[src/rtl/arith_chain_pkg.sv]
// Shared constants and the per-stage add/subtract helper for the arith_chain pipeline.
// Optional feature macro: ARITH_CHAIN_SAT_EN (per-stage saturation instead of modulo wrap).
package arith_chain_pkg;

    localparam logic OP_ADD   = 1'b0;
    localparam logic OP_SUB   = 1'b1;
    localparam int   OP_MAX_W = 32;

    // Operands arrive zero-extended from a width-bit value; the result is valid in its low width bits.
    function automatic logic [OP_MAX_W-1:0] stage_op(
        input logic [OP_MAX_W-1:0] a,
        input logic [OP_MAX_W-1:0] k,
        input logic                op,
        input int                  width
    );
        logic [OP_MAX_W:0] full;
        logic [OP_MAX_W:0] mask;
        mask = (33'd1 << width) - 33'd1;
        if (op == OP_SUB) begin
            full = {1'b0, a} - {1'b0, k};
        end else begin
            full = {1'b0, a} + {1'b0, k};
        end
`ifdef ARITH_CHAIN_SAT_EN
        if (op == OP_SUB) begin
            if (k > a) begin
                full = '0;
            end
        end else if (full > mask) begin
            full = mask;
        end
`endif
        full = full & mask;
        return full[OP_MAX_W-1:0];
    endfunction

endpackage

[src/rtl/arith_chain_pipelined_stage.sv]
// One arithmetic pipeline register with its valid bit; loads whenever it is empty or draining.
// Saturating vs wrapping arithmetic follows ARITH_CHAIN_SAT_EN through arith_chain_pkg::stage_op.
module arith_chain_stage
    import arith_chain_pkg::*;
#(
    parameter int         W  = 10,
    parameter logic [W-1:0] K  = '0,
    parameter logic       OP = OP_ADD
) (
    input  logic         clk,
    input  logic         reset,
    input  logic         up_valid_i,
    input  logic [W-1:0] up_data_i,
    input  logic         dn_ready_i,
    output logic         up_ready_o,
    output logic         dn_valid_o,
    output logic [W-1:0] dn_data_o
);

    logic         valid_q, valid_d;
    logic [W-1:0] data_q, data_d;
    logic [W-1:0] result;

    assign result     = W'(stage_op(OP_MAX_W'(up_data_i), OP_MAX_W'(K), OP, W));
    assign up_ready_o = !valid_q || dn_ready_i;
    assign dn_valid_o = valid_q;
    assign dn_data_o  = data_q;

    // Data only moves on a real transfer so idle cycles do not toggle the register.
    always_comb begin
        valid_d = valid_q;
        data_d  = data_q;
        if (up_ready_o) begin
            valid_d = up_valid_i;
            if (up_valid_i) begin
                data_d = result;
            end
        end
    end

    always_ff @(posedge clk or posedge reset) begin
        if (reset) begin
            valid_q <= 1'b0;
            data_q  <= '0;
        end else begin
            valid_q <= valid_d;
            data_q  <= data_d;
        end
    end

endmodule

[src/rtl/arith_chain_pipelined.sv]
// Valid/ready pipeline applying NUM_STAGES constant add/subtract steps to each unsigned sample.
// Build option: define ARITH_CHAIN_SAT_EN for per-stage saturation (default is modulo wrap).
module arith_chain_pipelined
    import arith_chain_pkg::*;
#(
    parameter int DATA_WIDTH_IN  = 8,
    parameter int DATA_WIDTH_OUT = 10,
    parameter int NUM_STAGES     = 3,
    parameter logic [NUM_STAGES*DATA_WIDTH_OUT-1:0] K_VEC  = {10'd10, 10'd3, 10'd5},
    parameter logic [NUM_STAGES-1:0]                OP_VEC = 3'b010,
    localparam int OCC_W = $clog2(NUM_STAGES + 2)
) (
    input  logic                      clk,
    input  logic                      reset,
    input  logic [DATA_WIDTH_IN-1:0]  data_in,
    input  logic                      valid_in,
    output logic                      ready_in,
    output logic [DATA_WIDTH_OUT-1:0] data_out,
    output logic                      valid_out,
    input  logic                      ready_out,
    output logic [OCC_W-1:0]          occupancy
);

    localparam int W = DATA_WIDTH_OUT;

    // Index j refers to register Rj; dn_rdy[j] is the readiness of whatever follows Rj.
    logic         vld    [NUM_STAGES+1];
    logic [W-1:0] dat    [NUM_STAGES+1];
    logic         dn_rdy [NUM_STAGES+1];

    logic         r0_valid_q, r0_valid_d;
    logic [W-1:0] r0_data_q, r0_data_d;
    logic [OCC_W-1:0] occ_q, occ_d;
    logic         accept, emit;

    assign vld[0]             = r0_valid_q;
    assign dat[0]             = r0_data_q;
    assign dn_rdy[NUM_STAGES] = ready_out;

    assign ready_in  = !r0_valid_q || dn_rdy[0];
    assign valid_out = vld[NUM_STAGES];
    assign data_out  = dat[NUM_STAGES];
    assign occupancy = occ_q;

    assign accept = valid_in && ready_in;
    assign emit   = valid_out && ready_out;

    always_comb begin
        r0_valid_d = r0_valid_q;
        r0_data_d  = r0_data_q;
        if (ready_in) begin
            r0_valid_d = valid_in;
            if (valid_in) begin
                r0_data_d = W'(data_in);
            end
        end
    end

    // Entries only enter at R0 and leave at the last register, so the count tracks accept/emit.
    always_comb begin
        occ_d = occ_q + OCC_W'(accept) - OCC_W'(emit);
    end

    always_ff @(posedge clk or posedge reset) begin
        if (reset) begin
            r0_valid_q <= 1'b0;
            r0_data_q  <= '0;
            occ_q      <= '0;
        end else begin
            r0_valid_q <= r0_valid_d;
            r0_data_q  <= r0_data_d;
            occ_q      <= occ_d;
        end
    end

    for (genvar g = 0; g < NUM_STAGES; g++) begin : g_stage
        arith_chain_stage #(
            .W  (W),
            .K  (K_VEC[g*W +: W]),
            .OP (OP_VEC[g])
        ) u_stage (
            .clk        (clk),
            .reset      (reset),
            .up_valid_i (vld[g]),
            .up_data_i  (dat[g]),
            .dn_ready_i (dn_rdy[g+1]),
            .up_ready_o (dn_rdy[g]),
            .dn_valid_o (vld[g+1]),
            .dn_data_o  (dat[g+1])
        );
    end

endmodule
[config.mk]
export PLATFORM = sky130hd
export DESIGN_NAME = arith_chain_pipelined
export DESIGN_NICKNAME = d
export VERILOG_FILES = /design/src/rtl/arith_chain_pkg.sv /design/src/rtl/arith_chain_pipelined_stage.sv /design/src/rtl/arith_chain_pipelined.sv
export SDC_FILE = /design/constraint.sdc
export NUM_CORES = 1
export LEC_CHECK = 0
export ABC_CLOCK_PERIOD_IN_PS = 3200
export CAP_MARGIN = 0
export CORE_MARGIN = 5
export CORE_UTILIZATION = 59
export DETAILED_ROUTE_END_ITERATION = 12
export PLACE_DENSITY_LB_ADDON = 0.12
export SETUP_SLACK_MARGIN = 0.4
export SLEW_MARGIN = 20
export SYNTH_ARGS = -nofsm -noshare
export SYNTH_HDL_FRONTEND = slang
export SYNTH_SLANG_ARGS = --single-unit
[constraint.sdc]
create_clock -name clk -period 3.2 [get_ports clk]
set_input_delay 0.64 -clock clk [delete_from_list [all_inputs] [get_ports clk]]
set_output_delay 0.64 -clock clk [all_outputs]
set_load 0.05 [all_outputs]
==> results.md, run 1 <==
- Outcome: finished clean
- Netlist cell types: 36
- Die Footprint: 4940 sq um
- Routed Antenna Nets: 0
- Post-synthesis mux area share: 9.98%
- CTS buffer count: 5
- Crit. End Element: primary output
- Die H: 70.3 um
- Number of I/O pins: 27
- Reg-to-reg slack, setup: 1.08 ns
- Setup crit end: ready_in
- Total number of vias: 1477
- Iteration-0 DRC count of the detailed router: 96
- Global-route wire length before repair: approximately 7000 um
- Hold path startpoint: g_stage[0].u_stage.dn_data_o[8]$_DFFE_PP0P_
- Hold_buf cts: 0
- Critical path class: input pin to primary output
- Slew HR: a little under two thirds
- Leak: 0.977 nW
- EDFF count, synth: 0
- Post-Synth Simple-Gate Area: 8.34%
- Clk_lat worst skew: between 0.3 and 0.4 ns
- Area contributors post-synth: dfrtp_1 (51%), mux2_2 (10%), a21oi_1 (4.4%), o21ai_0 (4.2%), buf_4 (3.5%)
- Setup Fix Bufs, Post-CTS: 0
- Root Driver: clkbuf_4
- Synth warn: 0
- Initial antenna violation count: 0
- GRT Resource Usage Total: 17.3%
- Synth Net Count: 206
- Number of global-route vias before repair: 1497
- Placed Instances: 249
- Post-synthesis compound-gate area fraction: approximately 16%
- DR vias/cell: 5.77
- VDD IR-drop max: 0.508 mV
- Clk sinks: 44
- Layout area overhead: 12.8%
- Hold Path Depth: 1
- Crit path from: ready_out
- Avg Cell Area, Syn: 11.4 sq um
- Drt pass-1 iters: 4
- Top FF cell, synth: dfrtp_1
- R2r startpoint: g_stage[0].u_stage.dn_valid_o$_DFFE_PP0P_
- Layout Nets: 226
- Clock-pin slew on the worst setup and hold paths: 0.13 ns
- Worst-margin pin slew: 0.546 ns
- PD cells: around 900 nW/um^2
- Pin count of the biggest net entering global routing: between 40 and 50
- DRC viols: 0
- Synth async-reset ratio: between 90% and 100%
- Worst path arrival time: 1.83 ns
- Core area: 3580 sq um
- Slowest-stage cell, CP: clkdlybuf4s50_1
- Clk buf depth: 2
- Commonest cells after routing, fill and taps aside: dfrtp_1 (44), clkdlybuf4s50_1 (25), mux2_2 (19), a21oi_1 (19), o21ai_0 (18)
- Syn Inst Count: between 150 and 200
- Hold WC Path Type: flip-flop to flip-flop
- Top achievable clock speed: between 400 and 500 MHz
- Antenna cells: 0
- Critical path startpoint category: input pin
- Final Hold Viols: 0
- # fillers: 293
- Final Setup Violations: 0
- Final slew viol count: 0
- CP Max Fanout: 7
- Main combinational cell family by area after synthesis: compound AO/OA/AOI/OAI gates
- Detailed-route wire length per cell: 14.8 um
- Adder-cell share of the synthesized area: between 3 and 4%
- GPL Wtd Cong: between 0.7 and 0.8
- Commonest non-fill, non-tap cell in the layout: dfrtp_1
- Mapped Area: 2140 sq um
- Critical path's largest stage delay: 0.46 ns
- Grt total ovfl: 0
- Setup TNS: 0 ns
- Worst R2R End: occupancy[2]$_DFF_PP0_
- Post-Route WL: about 3800 um
- Number of max-cap violations: 0
- Data required time of the critical path: 2.56 ns
- DP HPWL: a little under 3000 um
- Reg2reg path depth: 8
- CTS tree: yes
- Skew final: 0.0139 ns
- Sequential area share after synthesis: 51.3%
- Rows: 22
- DIE WIDTH: between 70 and 80 um
- Xor-xnor portion of the synthesized cell area: 4.90%
- Minimum clock period: 2.47 ns
- PortBufs: 26
- Tcrit/Tclk final: around 77%
- Final non-filler cell total: approximately 260
- Area share of the largest cell type after synthesis: a little over 50%
- RSZ-0062 raised after global routing: false
- Post-CTS sizing: 0
- Layout cells sized above 1: around 15%
- Max H-tree Level: 2
- Critical-path cell list: clkdlybuf4s50_1, and3b_1, nand3_1, buf_4
- Initial core utilization: 59.9%
- Synthesized flop and latch total: between 40 and 50
- Leading area contributor after synthesis: dfrtp_1
worst max-delay path, delay by kind of cell:
kind | cells | cell delay, ns
buffers and inverters | 2 | 0.68
and+or+nand+nor | 2 | 0.51
through the flow:
step	total power [mW]	hold WS [ns]	util (%)	area (sq um)	worst slack [ns]
CTS	2.14	0.522	67.6	2420	0.723
detailed placement	1.90	0.494	66.3	2370	0.446
global placement	1.86	0.489	66.3	2370	0.496
global route	2.28	0.539	67.6	2420	0.645
floorplan	1.69	0.458	-	2140	0.723
finish	2.13	0.513	67.6	2420	0.728
kinds of logic (layout without fill, tap and decap cells):
group,after synthesis,in the layout
buffers and inverters,21,41
xor gates and xnor gates,12,12
DFF,44,44
and+or+nand+nor,29,29
muxes,19,19
AOI/OAI and AO/OA,57,57
adders and majority gates,6,6
synthesized netlist by cell type, types with 2 or more instances:
| master | count |
|---|---|
| or3_1 | 7 |
| buf_2 | 3 |
| a31oi_1 | 9 |
| nand4_1 | 2 |
| buf_4 | 10 |
| nor2_1 | 2 |
| nand2b_1 | 3 |
| xnor2_1 | 8 |
| and2_1 | 2 |
| o31ai_1 | 2 |
| inv_1 | 6 |
| dfrtp_1 | 44 |
| nand2_1 | 6 |
| o2111ai_1 | 2 |
| a21oi_1 | 19 |
| xor2_1 | 4 |
| ha_1 | 5 |
| o21ai_0 | 18 |
| mux2_2 | 19 |
power by group:
| group | internal, mW | leakage, nW | switching, mW |
|---|---|---|---|
| registers | 0.742 | 0.508 | 0.184 |
| logic | 0.403 | 0.441 | 0.551 |
| clock network | 0.0812 | 0.0281 | 0.164 |
layer usage:
metal,part of all wire [%],vias up,global-route usage [%]
met5,0,-,0
met4,2.0,0,7.87
met3,3.9,9,4.03
met2,52,27,28.9
met1,42,723,21.1
li1,-,718,-
area by class of cell:
cell class,count,area [sq um],share of cell area [%]
flip-flops and latches,44,1100,45.5
multi-input cells,123,916,37.9
repair buffers,28,273,11.3
well taps,48,60.1,2.48
clock buffers,6,41.3,1.71
inverters,6,22.5,0.931
clock inverters,1,5.00,0.207
state kept, by name, summed over array words and instances, names as in the netlist:
name,count
r0_valid_q,1
g_stage.u_stage.dn_data_o,29
r0_data_q,8
g_stage.u_stage.dn_valid_o,3
occupancy,3
worst min path at each step:
stage / end / slack [ns]
6_report: g_stage[1].u_stage.dn_data_o[9]$_DFFE_PP0P_ / 0.51
5_1_grt: g_stage[2].u_stage.dn_data_o[3]$_DFFE_PP0P_ / 0.54
4_1_cts: g_stage[2].u_stage.dn_data_o[3]$_DFFE_PP0P_ / 0.52
3_5_place_dp: g_stage[2].u_stage.dn_data_o[3]$_DFFE_PP0P_ / 0.49
3_3_place_gp: g_stage[2].u_stage.dn_data_o[3]$_DFFE_PP0P_ / 0.49
2_1_floorplan: g_stage[1].u_stage.dn_data_o[9]$_DFFE_PP0P_ / 0.46
(Power assumes the default switching activity.)
==> inputs of run 2 (changes only) <==
--- a/config.mk
+++ b/config.mk
@@ -5,10 +5,10 @@
 export SDC_FILE = /design/constraint.sdc
 export NUM_CORES = 1
 export LEC_CHECK = 0
-export ABC_CLOCK_PERIOD_IN_PS = 3200
+export ABC_CLOCK_PERIOD_IN_PS = 2600
 export CAP_MARGIN = 0
 export CORE_MARGIN = 5
-export CORE_UTILIZATION = 59
+export CORE_UTILIZATION = 55
 export DETAILED_ROUTE_END_ITERATION = 12
 export PLACE_DENSITY_LB_ADDON = 0.12
 export SETUP_SLACK_MARGIN = 0.4
==> constraint.sdc (replaced) <==
create_clock -name clk -period 2.6 [get_ports clk]
set_input_delay 0.52 -clock clk [delete_from_list [all_inputs] [get_ports clk]]
set_output_delay 0.52 -clock clk [all_outputs]
set_load 0.05 [all_outputs]
==> results.md, run 2 (synthesis gave the netlist of run 1 again) <==
- Clk_lat worst skew: 0.29 ns
- Total number of vias: 1466
- Final Hold Viols: 0
- Number of I/O pins: 27
- Hold WS: 0.512 ns
- Number of max-cap violations: 0
- Final Setup Violations: 0
- Commonest cells after routing, fill and taps aside: dfrtp_1 (43), clkdlybuf4s50_1 (24), mux2_2 (19), a21oi_1 (19), o21ai_0 (18)
- Layout area overhead: 17.3%
- Outcome: finished clean
- Hold WC Path Type: flip-flop to flip-flop
- Top achievable clock speed: 478 MHz
- Post-DP Area: 2420 sq um
- Critical path class: input pin to flip-flop
- Minimum clock period: 2.09 ns
- Final Util: 67.7%
- Clk sinks: 44
- Die Footprint: around 5200 sq um
- Worst-margin pin slew: 0.658 ns
- CTS tree: yes
- Grt total ovfl: 0
- R2r startpoint: g_stage[0].u_stage.dn_valid_o$_DFFE_PP0P_
- PortBufs: 26
- Flip-flop and latch area: 1100 sq um
- Largest register FFs: 29
- Iteration-0 DRC count of the detailed router: 77
- CP Max Fanout: 2
- Rows: 22
- Drt pass-1 iters: 4
- RSZ-0062 raised after global routing: false
- Cell-internal power: 1.64 mW
- Routed Antenna Nets: 0
- Layout cells sized above 1: 17.5%
- VDD IR-drop max: ~0.50 mV
- Global-route wire length before repair: 7040 um
- Multi-input gate area: 933 sq um
- Clk buf depth: 2
- Sequential power share: 41.3%
- Switching share of total power: between 40 and 50%
- Initial core utilization: between 50 and 60%
- Slew HR: about 56%
- Reg2reg path depth: 8
- Worst path depth: 8
- Crit. End Element: flip-flop
- Hold path startpoint: g_stage[2].u_stage.dn_data_o[4]$_DFFE_PP0P_
- Worst path top cell family by delay: adder cells
- Tcrit/Tclk final: 80.5%
- Data required time of the critical path: 2.82 ns
- Layout Nets: 229
- Hold_buf cts: 0
- Core area: 3720 sq um
- Buffers & Inverters on Critical Path: 2
- Post-Route WL: a little over 4000 um
- Reg-to-reg slack, setup: 0.55 ns
- Critical path startpoint category: input pin
- Post-Layout Inst Area: 2510 sq um
- Psw: roughly 1.1 mW
- # fillers: 296
- Die H: 72.4 um
- Worst path arrival time: 2.32 ns
- GPL Wtd Cong: between 0.8 and 0.9
- Commonest non-fill, non-tap cell in the layout: dfrtp_1
- Final slew viol count: 0
- Crit path from: valid_in
- Leak: 1.02 nW
- DRC viols: 0
- Combinational share of power: 43.1%
- Critical path's largest stage delay: 0.52 ns
- PD cells: 1100 nW/um^2
- Critical-path cell list: clkdlybuf4s50_1, o21ai_4, ha_1, inv_1, ha_1, fa_1, xnor2_1, xnor2_1
- Slowest-stage cell, CP: clkdlybuf4s50_1
- Detailed-route wire length per cell: 15.7 um
- GRT Resource Usage Total: between 15 and 20%
- DR vias/cell: 5.64
- Root Driver: clkbuf_8
- Skew final: between 0.005 and 0.006 ns
- Setup TNS: 0 ns
- CTS buffer count: 5
- DP HPWL: 3140 um
- Setup crit end: occupancy[2]$_DFF_PP0_
- Clock-pin slew on the worst setup and hold paths: roughly 0.08 ns
- Max H-tree Level: 2
- Power share of the clock group: ~16%
- Worst R2R End: occupancy[2]$_DFF_PP0_
- Number of global-route vias before repair: roughly 1500
- Initial antenna violation count: 0
- Setup Fix Bufs, Post-CTS: 0
- Post-CTS sizing: 2
- Pin count of the biggest net entering global routing: 20
- Antenna cells: 0
- DIE WIDTH: 72.4 um
-- run 2: per-stage QoR --
step                instances  total power, mW  worst slack, ns
floorplan                 188             2.09            0.423
global placement          252             2.32           0.0968
detailed placement        252             2.37           0.0504
CTS                       260             2.80            0.498
global route              260             2.96            0.401
finish                    260             2.78            0.506
-- run 2: how the worst min path moves through the flow --
stage	cells past startpoint	to	slack [ns]
3_3_place_gp	1	g_stage[0].u_stage.dn_data_o[0]$_DFFE_PP0P_	0.49
4_1_cts	1	g_stage[0].u_stage.dn_data_o[0]$_DFFE_PP0P_	0.51
3_5_place_dp	1	g_stage[0].u_stage.dn_data_o[0]$_DFFE_PP0P_	0.49
5_1_grt	1	g_stage[2].u_stage.dn_data_o[4]$_DFFE_PP0P_	0.53
6_report	1	g_stage[2].u_stage.dn_data_o[4]$_DFFE_PP0P_	0.51
2_1_floorplan	1	g_stage[1].u_stage.dn_data_o[9]$_DFFE_PP0P_	0.46
-- run 2: layout make-up --
class | count | share of cell area (%)
repair buffers | 31 | 12.2
inverters | 6 | 0.896
multi-input cells | 123 | 37.1
clock buffers | 8 | 3.58
flip-flops and latches | 44 | 43.8
well taps | 48 | 2.39
-- run 2: layer usage --
| metal | vias up | routed length, um | global-route usage [%] |
|---|---|---|---|
| met3 | 5 | 178 | 4.99 |
| met2 | 33 | 2050 | 29.4 |
| met1 | 710 | 1810 | 21.6 |
| met4 | 0 | 46 | 5.12 |
| li1 | 718 | - | - |
| met5 | - | 0 | 0 |
-- run 2: power by group through the flow --
| stage | registers, mW | logic (mW) | clock network, mW |
|---|---|---|---|
| CTS | 1.14 | 1.22 | 0.443 |
| finish | 1.15 | 1.20 | 0.434 |
| floorplan | 1.17 | 0.924 | 0 |
| detailed placement | 1.16 | 1.21 | 0 |
| global route | 1.18 | 1.30 | 0.478 |
| global placement | 1.14 | 1.17 | 0 |
==> inputs of run 3 (changes only) <==
--- a/config.mk
+++ b/config.mk
@@ -5,10 +5,10 @@
 export SDC_FILE = /design/constraint.sdc
 export NUM_CORES = 1
 export LEC_CHECK = 0
-export ABC_CLOCK_PERIOD_IN_PS = 2600
+export ABC_CLOCK_PERIOD_IN_PS = 1900
 export CAP_MARGIN = 0
 export CORE_MARGIN = 5
-export CORE_UTILIZATION = 55
+export CORE_UTILIZATION = 49
 export DETAILED_ROUTE_END_ITERATION = 12
 export PLACE_DENSITY_LB_ADDON = 0.12
 export SETUP_SLACK_MARGIN = 0.4
==> constraint.sdc (replaced) <==
create_clock -name clk -period 1.9 [get_ports clk]
set_input_delay 0.38 -clock clk [delete_from_list [all_inputs] [get_ports clk]]
set_output_delay 0.38 -clock clk [all_outputs]
set_load 0.05 [all_outputs]
==> results.md, run 3 (synthesis gave the netlist of run 1 again) <==
- Outcome: finished clean
- Final non-filler cell total: 285
- Switching share of total power: between 40 and 50%
- Minimum clock period: 1.87 ns
- Iteration-0 DRC count of the detailed router: 45
- Drt pass-1 iters: 4
- DRC viols: 0
- CP Max Fanout: 6
- Root Driver: clkbuf_8
- Crit. End Element: flip-flop
- Number of global-route vias before repair: 1545
- DIE WIDTH: 76.2 um
- Die H: 76.2 um
- Final Util: between 60% and 70%
- Skew final: 0.00460 ns
- Grt total ovfl: 0
- Critical path class: flip-flop to flip-flop
- Placed Instances: 263
- Critical path startpoint category: flip-flop
- CTS tree: yes
- Commonest non-fill, non-tap cell in the layout: dfrtp_1
- Leak: ~1.2 nW
- Cell-internal power: ~2.4 mW
- Clock-pin slew on the worst setup and hold paths: 0.08 ns
- Die Footprint: 5800 sq um
- Number of max-cap violations: 0
- Largest register FFs: 29
- PortBufs: 26
- Layout Nets: 250
- Data required time of the critical path: 2.08 ns
- Commonest cells after routing, fill and taps aside: dfrtp_1 (42), buf_4 (30), a21oi_1 (19)
- Total power: 4.02 mW
- Layout cells sized above 1: 39.1%
- Combinational share of power: 46.8%
- Clk sinks: 44
- Post-Route WL: about 4300 um
- RSZ-0062 raised after global routing: true
- Global-route wire length before repair: about 7300 um
- Core area: 4290 sq um
- Sequential power share: 38.4%
- Detailed-route wire length per cell: 15.0 um
- Antenna cells: 0
- Final Hold Viols: 0
- Rows: 24
- Initial core utilization: 49.9%
- Layout area overhead: 31.0%
- Psw: 1.64 mW
- Top achievable clock speed: 536 MHz
- Routed Antenna Nets: 0
- Setup TNS: 0 ns
- Slew HR: 73.7%
- PD cells: 1430 nW/um^2
- Pin count of the biggest net entering global routing: 45
- Clk_lat worst skew: 0.29 ns
- Tcrit/Tclk final: between 90% and 100%
- DP HPWL: 3070 um
- Worst-margin pin slew: around 0.39 ns
- CTS buffer count: 5
- Worst path arrival time: 2.05 ns
- DR vias/cell: 5.46
- Initial antenna violation count: 0
- Hold WC Path Type: input pin to asynchronous set/reset pin
- GRT Resource Usage Total: 15.1%
- Clk buf depth: 2
- Total number of vias: approximately 1600
- Power share of the clock group: around 15%
- Final slew viol count: 0
- VDD IR-drop max: 0.469 mV
- Final Setup Violations: 0
- Max H-tree Level: 2
- GPL Wtd Cong: ~0.8
- Number of I/O pins: 27
run 3: cell types whose count changed in the layout (fill, tap and decap cells not counted), moves of 4 or more:
cell             previous run  this run
mux2_2                     19        14
o21ai_1                     0         5
buf_6                       0         4
clkdlybuf4s50_1            24         9
buf_4                       5        30
mux2_4                      0         5
o21ai_0                    18        11
run 3: power groups by stage:
stage	sequential [mW]	clock (mW)	combinational [mW]
finish	1.54	0.597	1.88
global route	1.60	0.656	2.04
CTS	1.53	0.622	1.81
detailed placement	1.57	0	1.71
global placement	1.56	0	1.67
floorplan	1.60	0	1.31
run 3: cell type report:
| cell class | instances | area, sq um |
|---|---|---|
| fill | 338 | 1490 |
| sequential | 44 | 1100 |
| multi-input combinational | 123 | 1050 |
| timing repair buffer | 52 | 477 |
| clock buffer | 6 | 82.6 |
| tap | 52 | 65.1 |
| inverter | 6 | 22.5 |
| clock inverter | 2 | 10.0 |
run 3: final timing paths:
path                                                              from                                           to  slack [ns]  cells after the start
min in group clk           g_stage[2].u_stage.dn_data_o[0]$_DFFE_PP0P_  g_stage[2].u_stage.dn_data_o[0]$_DFFE_PP0P_        0.51                      1
min reg2reg                g_stage[2].u_stage.dn_data_o[0]$_DFFE_PP0P_  g_stage[2].u_stage.dn_data_o[0]$_DFFE_PP0P_        0.51                      1
max                          g_stage[2].u_stage.dn_valid_o$_DFFE_PP0P_                       occupancy[2]$_DFF_PP0_        0.03                      8
min                                                              reset  g_stage[2].u_stage.dn_data_o[9]$_DFFE_PP0P_        0.45                      3
max in group asynchronous                                        reset  g_stage[0].u_stage.dn_data_o[4]$_DFFE_PP0P_        1.21                      3
max reg2reg                  g_stage[2].u_stage.dn_valid_o$_DFFE_PP0P_                       occupancy[2]$_DFF_PP0_        0.03                      8
run 3: routing by layer:
layer | vias up | track usage [%] | wire, um
li1 | 760 | - | -
met1 | 753 | 18.5 | 1770
met2 | 33 | 26.3 | 2270
met3 | 9 | 3.31 | 162
met4 | 0 | 4.72 | 69
met5 | - | 0 | 0
run 3: worst max-delay path: stages (launching register included):
cell and delay (ns):
dfrtp_2 0.47, nand4b_4 0.12, o21ai_4 0.07, ha_4 0.26
inv_2 0.04, ha_4 0.15, fa_2 0.37, xnor2_2 0.15
xnor2_1 0.13
run 3: repair_timing:
item / 4_1_cts / 5_1_grt
resized for setup: 18 / 22
setup endpoints to repair: 37 / 23
cloned: 0 / 0
setup buffers: 5 / 9
hold buffers: 0 / 0
pin swaps: 2 / 8
hold endpoints to repair: 0 / 0
run 3: metrics by stage:
step / setup WS, ns / area [sq um] / hold slack, ns
6_report: 0.0329 / 2810 / 0.452
5_1_grt: -0.0322 / 2810 / 0.499
4_1_cts: 0.0202 / 2680 / 0.459
3_5_place_dp: -0.490 / 2530 / 0.494
3_3_place_gp: -0.396 / 2530 / 0.491
2_1_floorplan: -0.190 / 2220 / 0.462
